===== src/rtl/multi_debounce_pkg.sv =====
// Shared types and elaboration helpers for the multi-channel debouncer.
// Channel FSM state encoding is fixed so it can be observed on a debugger.
package multi_debounce_pkg;

  typedef enum logic [1:0] {
    RELEASED     = 2'd0,
    PRESS_WAIT   = 2'd1,
    PRESSED      = 2'd2,
    RELEASE_WAIT = 2'd3
  } deb_state_e;

  // True when len fits an unsigned counter of width bw and is at least lo.
  function automatic bit len_ok(int len, int bw, int lo);
    return (len >= lo) && (len <= ((1 << bw) - 1));
  endfunction

endpackage


===== src/rtl/debounce_channel.sv =====
// One debounce channel: synchroniser, stability/hold FSM, strobes and a
// wrapping press counter.
//
//   state        | meaning
//   RELEASED     | debounced level 0, waiting for a pressed sample
//   PRESS_WAIT   | pressed samples seen, counting toward STABLE_LEN
//   PRESSED      | debounced level 1, hold counter running toward HOLD_LEN
//   RELEASE_WAIT | released samples seen, counting toward STABLE_LEN
module debounce_channel
  import multi_debounce_pkg::*;
#(
  parameter int CNT_BW     = 11,
  parameter int STABLE_LEN = 1000,
  parameter int HOLD_LEN   = 2000,
  parameter int PCNT_BW    = 8,
  parameter int ACTIVE_LOW = 0
) (
  input  logic               clk,
  input  logic               aclr,
  input  logic               raw,
  input  logic               cnt_clr,
  output logic               level,
  output logic               rise,
  output logic               fall,
  output logic               long_pulse,
  output logic               long_held,
  output logic [PCNT_BW-1:0] press_cnt
);

  localparam logic              INACTIVE  = (ACTIVE_LOW != 0);
  localparam logic [CNT_BW-1:0] STABLE_TC = CNT_BW'(STABLE_LEN - 1);
  localparam logic [CNT_BW-1:0] HOLD_TC   = CNT_BW'((HOLD_LEN > 0) ? HOLD_LEN - 1 : 0);
  localparam bit                HOLD_EN   = (HOLD_LEN > 0);

  logic              sync1, sync2, s;
  deb_state_e        state_q, state_d;
  logic [CNT_BW-1:0] cnt_q, cnt_d;
  logic              level_d, rise_d, fall_d, long_pulse_d, long_held_d;

  // The synchroniser carries the raw pin level; polarity is folded in after it.
  always_ff @(posedge clk) begin
    if (aclr) begin
      sync1 <= INACTIVE;
      sync2 <= INACTIVE;
    end else begin
      sync1 <= raw;
      sync2 <= sync1;
    end
  end

  assign s = sync2 ^ INACTIVE;

  always_ff @(posedge clk) begin
    if (aclr) begin
      state_q    <= RELEASED;
      cnt_q      <= '0;
      level      <= 1'b0;
      rise       <= 1'b0;
      fall       <= 1'b0;
      long_pulse <= 1'b0;
      long_held  <= 1'b0;
    end else begin
      state_q    <= state_d;
      cnt_q      <= cnt_d;
      level      <= level_d;
      rise       <= rise_d;
      fall       <= fall_d;
      long_pulse <= long_pulse_d;
      long_held  <= long_held_d;
    end
  end

  always_comb begin
    state_d      = state_q;
    cnt_d        = cnt_q;
    level_d      = level;
    rise_d       = 1'b0;
    fall_d       = 1'b0;
    long_pulse_d = 1'b0;
    long_held_d  = long_held;
    case (state_q)
      RELEASED: begin
        if (s) begin
          state_d = PRESS_WAIT;
          cnt_d   = '0;
        end
      end
      PRESS_WAIT: begin
        if (!s) begin
          state_d = RELEASED;
          cnt_d   = '0;
        end else if (cnt_q == STABLE_TC) begin
          state_d = PRESSED;
          cnt_d   = '0;
          level_d = 1'b1;
          rise_d  = 1'b1;
        end else begin
          cnt_d = cnt_q + 1'b1;
        end
      end
      PRESSED: begin
        if (!s) begin
          state_d = RELEASE_WAIT;
          cnt_d   = '0;
        end else if (HOLD_EN && !long_held) begin
          // Counter parks at the threshold once the long press is flagged.
          if (cnt_q == HOLD_TC) begin
            long_pulse_d = 1'b1;
            long_held_d  = 1'b1;
          end else begin
            cnt_d = cnt_q + 1'b1;
          end
        end
      end
      RELEASE_WAIT: begin
        if (s) begin
          state_d = PRESSED;
          cnt_d   = '0;
        end else if (cnt_q == STABLE_TC) begin
          state_d     = RELEASED;
          cnt_d       = '0;
          level_d     = 1'b0;
          fall_d      = 1'b1;
          long_held_d = 1'b0;
        end else begin
          cnt_d = cnt_q + 1'b1;
        end
      end
      default: begin
        state_d = RELEASED;
        cnt_d   = '0;
      end
    endcase
  end

  // A clear coinciding with a rise keeps that press.
  always_ff @(posedge clk) begin
    if (aclr) begin
      press_cnt <= '0;
    end else if (cnt_clr) begin
      press_cnt <= PCNT_BW'(rise);
    end else begin
      press_cnt <= press_cnt + PCNT_BW'(rise);
    end
  end

endmodule


===== src/rtl/multi_debounce.sv =====
// N-channel button debouncer: replicates debounce_channel per input bit,
// packs the per-channel outputs and merges edge strobes into any_event.
module multi_debounce
  import multi_debounce_pkg::*;
#(
  parameter int CHANNELS   = 4,
  parameter int CNT_BW     = 11,
  parameter int STABLE_LEN = 1000,
  parameter int HOLD_LEN   = 2000,
  parameter int PCNT_BW    = 8,
  parameter int ACTIVE_LOW = 0
) (
  input  logic                        clk,
  input  logic                        aclr,
  input  logic [CHANNELS-1:0]         data,
  input  logic                        cnt_clr,
  output logic [CHANNELS-1:0]         level,
  output logic [CHANNELS-1:0]         rise,
  output logic [CHANNELS-1:0]         fall,
  output logic [CHANNELS-1:0]         long_pulse,
  output logic [CHANNELS-1:0]         long_held,
  output logic [CHANNELS*PCNT_BW-1:0] press_cnt,
  output logic                        any_event
);

  if (!len_ok(STABLE_LEN, CNT_BW, 1)) begin : g_bad_stable_len
    $error("multi_debounce: STABLE_LEN out of range for CNT_BW");
  end
  if (!len_ok(HOLD_LEN, CNT_BW, 0)) begin : g_bad_hold_len
    $error("multi_debounce: HOLD_LEN out of range for CNT_BW");
  end
  if (CHANNELS < 1 || CHANNELS > 16) begin : g_bad_channels
    $error("multi_debounce: CHANNELS must be 1..16");
  end

  for (genvar i = 0; i < CHANNELS; i++) begin : g_ch
    debounce_channel #(
      .CNT_BW     (CNT_BW),
      .STABLE_LEN (STABLE_LEN),
      .HOLD_LEN   (HOLD_LEN),
      .PCNT_BW    (PCNT_BW),
      .ACTIVE_LOW (ACTIVE_LOW)
    ) u_ch (
      .clk        (clk),
      .aclr       (aclr),
      .raw        (data[i]),
      .cnt_clr    (cnt_clr),
      .level      (level[i]),
      .rise       (rise[i]),
      .fall       (fall[i]),
      .long_pulse (long_pulse[i]),
      .long_held  (long_held[i]),
      .press_cnt  (press_cnt[i*PCNT_BW +: PCNT_BW])
    );
  end

  assign any_event = |{rise, fall};

endmodule


===== config.mk =====
export PLATFORM = sky130hd
export DESIGN_NAME = multi_debounce
export DESIGN_NICKNAME = d
export VERILOG_FILES = /design/src/rtl/multi_debounce_pkg.sv /design/src/rtl/debounce_channel.sv /design/src/rtl/multi_debounce.sv
export SDC_FILE = /design/constraint.sdc
export NUM_CORES = 1
export LEC_CHECK = 0
export BUFFER_PORTS_ARGS = -buffer_cell sky130_fd_sc_hd__buf_2
export CELL_PAD_IN_SITES_DETAIL_PLACEMENT = 1
export CELL_PAD_IN_SITES_GLOBAL_PLACEMENT = 2
export CORE_UTILIZATION = 35
export CTS_BUF_LIST = sky130_fd_sc_hd__clkbuf_4
export DETAILED_ROUTE_END_ITERATION = 16
export PLACE_DENSITY_LB_ADDON = 0.1
export SLEW_MARGIN = 5
export SYNTH_ARGS = -nofsm -noshare
export SYNTH_HDL_FRONTEND = slang
export SYNTH_HIERARCHICAL = 1
export SYNTH_SLANG_ARGS = --single-unit

===== constraint.sdc =====
create_clock -name clk -period 4 [get_ports clk]
set_input_delay 1 -clock clk [delete_from_list [all_inputs] [get_ports clk]]
set_output_delay 1 -clock clk [all_outputs]
set_load 0.05 [all_outputs]

==> results of run 1 <==
## path summary, 6_finish.rpt
check / end / slack, ps / cells past startpoint
worst max-delay path: any_event / 1200 / 3
worst min-delay path: g_ch[0].u_ch/s / 460 / 1
worst max register to register: g_ch[0].u_ch/cnt_q[6] / 1690 / 5
worst min register to register: g_ch[0].u_ch/s / 460 / 1
## power breakdown
| group | total [W] | switching, W | internal, W |
|---|---|---|---|
| Sequential | 0.00114 | 0.0000144 | 0.00113 |
| Combinational | 0.000106 | 0.0000802 | 0.0000263 |
| Clock | 0.000507 | 0.000385 | 0.000122 |
## flip-flops by register name (all words and copies together) (netlist names), named ones only
name and flops:
g_ch.u_ch/cnt_q 44, g_ch.u_ch/press_cnt 32, g_ch.u_ch/fall 4, g_ch.u_ch/level 4
g_ch.u_ch/long_held 4, g_ch.u_ch/long_pulse 4, g_ch.u_ch/rise 4, g_ch.u_ch/s 4
g_ch.u_ch/state_q 4, g_ch.u_ch/sync1 4
## cells in the final DEF (no fill, tap or decap), drive strengths merged, types with 9 or more instances in the layout
cell    count
inv        13
and3       12
xor2       16
nor3       12
xnor2      16
mux2i      12
o31ai      28
or4        20
ha         12
clkbuf      9
nand2      21
nand3b     12
o21ai      12
nand3      44
dfxtp     112
nor2       40
buf        60
nor2b      12
nor4       14
o211ai     16
a21oi      36
nor4b      12
nand4      24
## cells by family after synthesis
family	Yosys count
buffers and inverters	48
muxes	12
DFF	112
AOI/OAI and AO/OA	104
and+or+nand+nor	271
adders and majority gates	12
xor gates and xnor gates	32
## synth_stat cells (all sizes together) (14+ instances only)
library cell / n / area (um2)
dfxtp: 112 / 2240
nand3: 44 / 220
nor2: 40 / 150
a21oi: 36 / 195
o31ai: 28 / 210
buf: 24 / 150
nand4: 24 / 175
nand2: 21 / 78.8
or4: 20 / 155
o211ai: 16 / 120
xnor2: 16 / 140
xor2: 16 / 140
nor4: 14 / 148
## through the flow
stage / cells / hold WS (ps)
finish: 823 / 457
CTS: 822 / 462
global route: 823 / 475
global placement: 807 / 423
detailed placement: 807 / 429
floorplan: 591 / 414
## per-layer routing
layer / vias up / part of all wire [%] / global-route usage, %
li1: 2302 / - / -
met5: - / 0 / 0
met2: 57 / 49 / 30.4
met1: 2277 / 48 / 22.3
met3: 9 / 2.5 / 3.54
met4: 0 / 1.1 / 5.18
## area by class of cell
type / instances / area share, %
multi-input combinational: 431 / 50.1
sequential: 112 / 38.0
timing repair buffer: 60 / 5.13
tap: 188 / 3.98
clock buffer: 9 / 1.14
inverter: 16 / 1.02
clock inverter: 6 / 0.614
antenna: 1 / 0.0424
==> summary.md, run 1 <==
| Metric | Value |
|---|---|
| Multi-input gate area | `slightly below 3000 um2` |
| Number of register bits inferred by synthesis | `about 110` |
| Post-detailed-routing wire length | `13.8 mm` |
| Seq/Total Area, Yosys | `slightly above 40%` |
| Number of global-route vias before repair | `between 4,000 and 5,000` |
| Leakage | `2.12 nW` |
| Share of the core filled with cells | `approximately two fifths` |
| Proportion of synthesized flip-flops having asynchronous set or reset | `0%` |
| Vias/cell | `around 5.6` |
| Area overhead of the layout relative to synthesis | `8.53%` |
| Post-layout power | `~0.0018 W` |
| Maximum clock frequency | `357 MHz` |
| Critical Path End Type | `primary output` |
| Final Wtd Congestion | `about 0.75` |
| Cell area after placement | `between 5000 and 6000 um2` |
| Flip-flop cell with the highest count after synthesis | `dfxtp_1` |
| DIE HEIGHT | `127 um` |
| Final-report hold violation count | `0` |
| Width of the chip | `roughly 130 um` |
| Worst slack at placement | `between 1000 and 1500 ps` |
| Run status | `complete, no violations` |
| Starting utilization of the core area | `between 30% and 40%` |
| Arrival time of the worst setup path | `~1800 ps` |
| Number of violations of the max-capacitance limit | `0` |
| Synthesized area per cell | `9.21 um2` |
| Transition time at the pin with the least slew margin | `roughly 900 ps` |
| Standard cell core area | `approximately 15,000 um2` |
| DP HPWL | `between 9 and 10 mm` |
| Clock edge transition at the registers on the reported setup and hold paths | `between 150 and 200 ps` |
| Input/output buffers | `~60` |
| Post-DR wirelength/cell | `16.8 um` |
| Number of max-slew violations in the final report | `0` |
| Maximum number of pins on one net before global-route repair | `31` |
| Hold path start | `g_ch[0].u_ch/sync1` |
| Share of layout cells above drive strength 1 | `approximately 16%` |
| Boundary Pins | `60` |
| Die area | `between 15,000 and 20,000 um2` |
| Simple logic cell fraction of the synthesized area | `31.5%` |
| TritonCTS buffer count | `9` |
| Peak supply drop | `0.178 mV` |
| First element of the critical path | `g_ch[3].u_ch/fall` |
| Arithmetic-cell share of the synthesized area counting full adders, half adders and majority gates | `2.76%` |
| Filler cell count | `1,750` |
| Detailed Routing Iterations Pass 1 | `4` |
| Clock insertion delay at the later pin of the skew report | `around 490 ps` |
| Area of all placed cells without fillers | `a little under 6000 um2` |
| Detailed-route via count | `4,645` |
| Post-Route Skew | `23.2 ps` |
| Critical path fanouts, max | `2` |
| Global-route wire length before repair | `between 20 and 25 mm` |
| Worst min-delay path class | `reg -> reg` |
| Post-route setup TNS | `0 ps` |
| Post-synth EDFFs | `0` |
| Sort of element at the start of the critical path | `register` |
| TritonCTS clock tree | `built` |
| Warnings, synthesis | `6` |
| Remaining global-route overflow | `0` |
| Chain of cells forming the critical path | `nor4_1 -> nand2_1 -> buf_2` |
| Number of setup violations in the final report | `0` |
| Dominant combinational cell family by area after synthesis | `simple AND/OR/NAND/NOR gates` |
| NumNets Final | `approximately 650` |
| Clock tree buffer depth | `2` |
| Remaining antenna violation count | `0` |
| Dominant delay contributor by cell family on the critical path | `simple AND/OR/NAND/NOR gates` |
| Reg-to-reg critical path startpoint | `g_ch[0].u_ch/cnt_q[0]` |
| Compound-Gate Fraction of Synth Area | `12.8%` |
| Buf+Inv Stages, Crit Path | `1` |
| Setup repair after global routing missed its margin | `no` |
| Setup CP Type | `reg -> out` |
| Power density over cell area | `297 nW/um2` |
| Detailed-route DRC error count | `0` |
| Count of instances resized after the clock tree is built | `0` |
| Delay of the slowest cell on the worst path | `~590 ps` |
| Number of distinct library cells after synthesis | `42` |
| TritonCTS sink count | `about 110` |
| Critical-path cell with the highest stage delay | `nor4_1` |
| Post-route setup slack | `1200 ps` |
| Combined area of all synthesized cells | `~5400 um2` |
| Standard-cell row count | `45` |
| Tot GR Track Use | `between 10% and 20%` |
| Xor and xnor area share after synthesis | `5.15%` |
| Slew headroom | `roughly 40%` |
| Number of buffers added to fix hold violations after cts | `0` |
| CTS HTree Levels | `3` |
| Net count of the mapped netlist | `between 600 and 700` |
| Required time of the critical path | `3000 ps` |
| Synthesized netlist cell count | `about 600` |
| Final worst path period need | `2800 ps` |
| Final cycle utilization of the critical path | `a little over two thirds` |
| Number of buffers inserted to repair setup after CTS | `0` |
| Sequential cell area | `roughly 2200 um2` |
| First-iteration detailed-routing DRC count | `194` |
| CTS root buffer | `clkbuf_4` |
| Share of cell area taken by muxes after synthesis | `2.21%` |
| Initial antenna violation count | `1` |
No activity file was read; power rests on OpenSTA's default activity.
==> run 2: changes to the inputs <==
Clock period 4 ns to 2.95 ns, I/O delays scaled along.
==> run 2 against run 1 <==
Compared with the run above: hold slack worse by 3.2 ps; wire length down 3.2%; highest routed layer unchanged; non-clock buffer count up 1; critical path depth unchanged; largest power group unchanged; clock power up 71%; critical endpoint unchanged; power up 46%; utilization up 0.43 points; clock-buffer cell count unchanged; first-iteration DRC count unchanged; register-to-register slack worse by 990 ps; clock skew down 12 ps; global-route usage down 0.17 points.
==> summary.md, run 2 (same netlist as run 1, synthesis figures left out) <==
| Metric | Value |
|---|---|
| Run status | `complete, no violations` |
| Final Wtd Congestion | `about 0.77` |
| Post-DR wirelength/cell | `~16 um` |
| Arrival time of the worst setup path | `approximately 1800 ps` |
| Post-route setup TNS | `0 ps` |
| Setup repair after global routing missed its margin | `no` |
| Required time of the critical path | `roughly 2200 ps` |
| Clock edge transition at the registers on the reported setup and hold paths | `around 170 ps` |
| Sequential cell area | `between 2000 and 2500 um2` |
| Final cycle utilization of the critical path | `85.9%` |
| Number of setup violations in the final report | `0` |
| Number of global-route vias before repair | `4,654` |
| Transition time at the pin with the least slew margin | `between 800 and 900 ps` |
| Starting utilization of the core area | `a little over a third` |
| Clock tree buffer depth | `2` |
| Logic gate share of total power | `under 10%` |
| Switching power as a share of total power | `between 20% and 30%` |
| Post-Route Skew | `roughly 11 ps` |
| Uppermost metal layer occupied by signal nets | `met4` |
| Sort of element at the start of the critical path | `register` |
| DIE HEIGHT | `around 130 um` |
| Regs by FF count | `g_ch.u_ch/cnt_q (44), g_ch.u_ch/press_cnt (32)` |
| TritonCTS buffer count | `9` |
| Multi-input gate area | `approximately 3000 um2` |
| Endpoint of the worst register-to-register path | `g_ch[0].u_ch/cnt_q[6]` |
| Input/output buffers | `59` |
| Power density over cell area | `approximately 430 nW/um2` |
| Final-report hold violation count | `0` |
| Vias/cell | `about 5.6` |
| Standard cell core area | `15,200 um2` |
| Flop pwr share | `about three fifths` |
| DP HPWL | `between 9 and 10 mm` |
| Diodes inserted | `0` |
| CTS root buffer | `clkbuf_4` |
| Clock network power share | `33.9%` |
| Detailed-route via count | `about 4,700` |
| Filler cell count | `roughly 1,800` |
| CTS HTree Levels | `3` |
| Boundary Pins | `60` |
| Most frequent cells in the layout | `dfxtp_1, buf_2, nand3_1, nor2_1, a21oi_1` |
| TritonCTS sink count | `between 100 and 150` |
| Number of violations of the max-capacitance limit | `0` |
| Maximum clock frequency | `~400 MHz` |
| Die area | `16,000 um2` |
| Global-route wire length before repair | `around 23 mm` |
| Post-layout power | `0.00256 W` |
| Final Non-Filler Cells | `824` |
| Reg-to-reg setup timing slack | `~700 ps` |
| Peak supply drop | `about 0.23 mV` |
| Number of buffers inserted to repair setup after CTS | `0` |
| WHS Path Cells | `2` |
| Post-detailed-routing wire length | `~13 mm` |
| Remaining antenna violation count | `0` |
| Met1 wire length | `6.23 mm` |
| TritonCTS clock tree | `built` |
| Clock insertion delay at the later pin of the skew report | `~480 ps` |
| Share of layout cells above drive strength 1 | `roughly 17%` |
| Number of buffers added to fix hold violations after cts | `0` |
| Width of the chip | `127 um` |
| First-iteration detailed-routing DRC count | `about 190` |
| Max FFs per register | `44` |
| Most common cell after layout, fill and taps aside | `dfxtp_1` |
| Final worst path period need | `2530 ps` |
| Number of placed instances with taps included | `roughly 800` |
| Leakage | `between 2 and 2.5 nW` |
| Hold path start | `data[3]` |
| Maximum number of pins on one net before global-route repair | `27` |
| Critical path fanouts, max | `2` |
| Net Sw Power | `between 0.0006 and 0.0007 W` |
| Worst-case hold path end point | `g_ch[3].u_ch/sync1` |
| NumNets Final | `650` |
| Slew headroom | `42.0%` |
| Remaining global-route overflow | `0` |
| Setup CP Type | `reg -> out` |
| Delay of the slowest cell on the worst path | `630 ps` |
| Largest reg by FF count | `g_ch.u_ch/cnt_q` |
| Initial antenna violation count | `0` |
| Count of instances resized after the clock tree is built | `0` |
| Worst min-delay path class | `in -> reg` |
| Worst reg2reg path depth | `5` |
| Critical-path cell with the highest stage delay | `nor4_1` |
| Area of all placed cells without fillers | `roughly 6000 um2` |
| Met2 Wirelength | `~6.7 mm` |
| Hold slack | `between 400 and 500 ps` |
| Number of max-slew violations in the final report | `0` |
| Cell internal power dissipation | `~0.0019 W` |
| Cell area after placement | `5810 um2` |
| Tot GR Track Use | `roughly 17%` |
| Reg-to-reg critical path startpoint | `g_ch[0].u_ch/cnt_q[0]` |
| Detailed Routing Iterations Pass 1 | `4` |
| Critical Path End Type | `primary output` |
| Area overhead of the layout relative to synthesis | `9.73%` |
| Standard-cell row count | `45` |
| Met3 routed WL | `around 360 um` |
| Detailed-route DRC error count | `0` |
| Chain of cells forming the critical path | `nor4_1 -> nand2_1 -> buf_2` |
==> run 2: cell types whose count changed in the layout (fill, tap and decap cells not counted) <==
cell,change
bufinv_16,+2
clkinv_1,-2
buf_4,+1
clkinv_4,+1
clkinvlp_4,+1
diode_2,-1
inv_6,-1
==> run 2: routing by layer <==
| metal | up-vias | global-route usage [%] |
|---|---|---|
| met2 | 47 | 31.1 |
| met1 | 2304 | 21.2 |
| met4 | 0 | 3.92 |
| met5 | - | 0 |
| li1 | 2295 | - |
| met3 | 8 | 4.47 |
==> run 2: how the worst max path moves through the flow <==
stage                             to  slack [ps]  depth (start not counted)             startpoint
2_1_floorplan              any_event        1070                          2      g_ch[1].u_ch/rise
3_3_place_gp   g_ch[2].u_ch/cnt_q[6]         760                          5  g_ch[2].u_ch/cnt_q[0]
3_5_place_dp   g_ch[0].u_ch/cnt_q[6]         710                          5  g_ch[0].u_ch/cnt_q[0]
4_1_cts                    any_event         300                          3      g_ch[3].u_ch/fall
5_1_grt                    any_event         260                          3      g_ch[3].u_ch/fall
6_report                   any_event         420                          3      g_ch[3].u_ch/fall
==> run 2: critical path, delay by kind of cell, from the launching register on <==
family / cells / cell delay (ps)
flops: 1 / 350
buf+inv: 1 / 240
simple gates: 2 / 730
==> run 2: cell type report <==
cell class,count,area share (%)
Clock buffer,9,1.13
Clock inverter,7,1.61
Inverter,16,1.01
Multi-Input combinational cell,431,49.6
Sequential cell,112,37.6
Tap cell,188,3.94
Timing Repair Buffer,61,5.20
==> run 2: power groups by stage <==
stage | Sequential [W] | Clock, W | Combinational [W]
3_3_place_gp | 0.00158 | 0 | 0.000142
6_report | 0.00155 | 0.000868 | 0.000144
4_1_cts | 0.00155 | 0.000925 | 0.000146
2_1_floorplan | 0.00160 | 0 | 0.0000808
5_1_grt | 0.00155 | 0.000990 | 0.000158
3_5_place_dp | 0.00158 | 0 | 0.000145
==> run 2: per-stage QoR <==
stage | worst slack (ps) | util, %
final | 417 | 39.3
after global routing | 259 | 39.3
after CTS | 301 | 39.3
after detailed placement | 707 | 38.2
after global placement | 764 | 38.2
after floorplan | 1070 | -
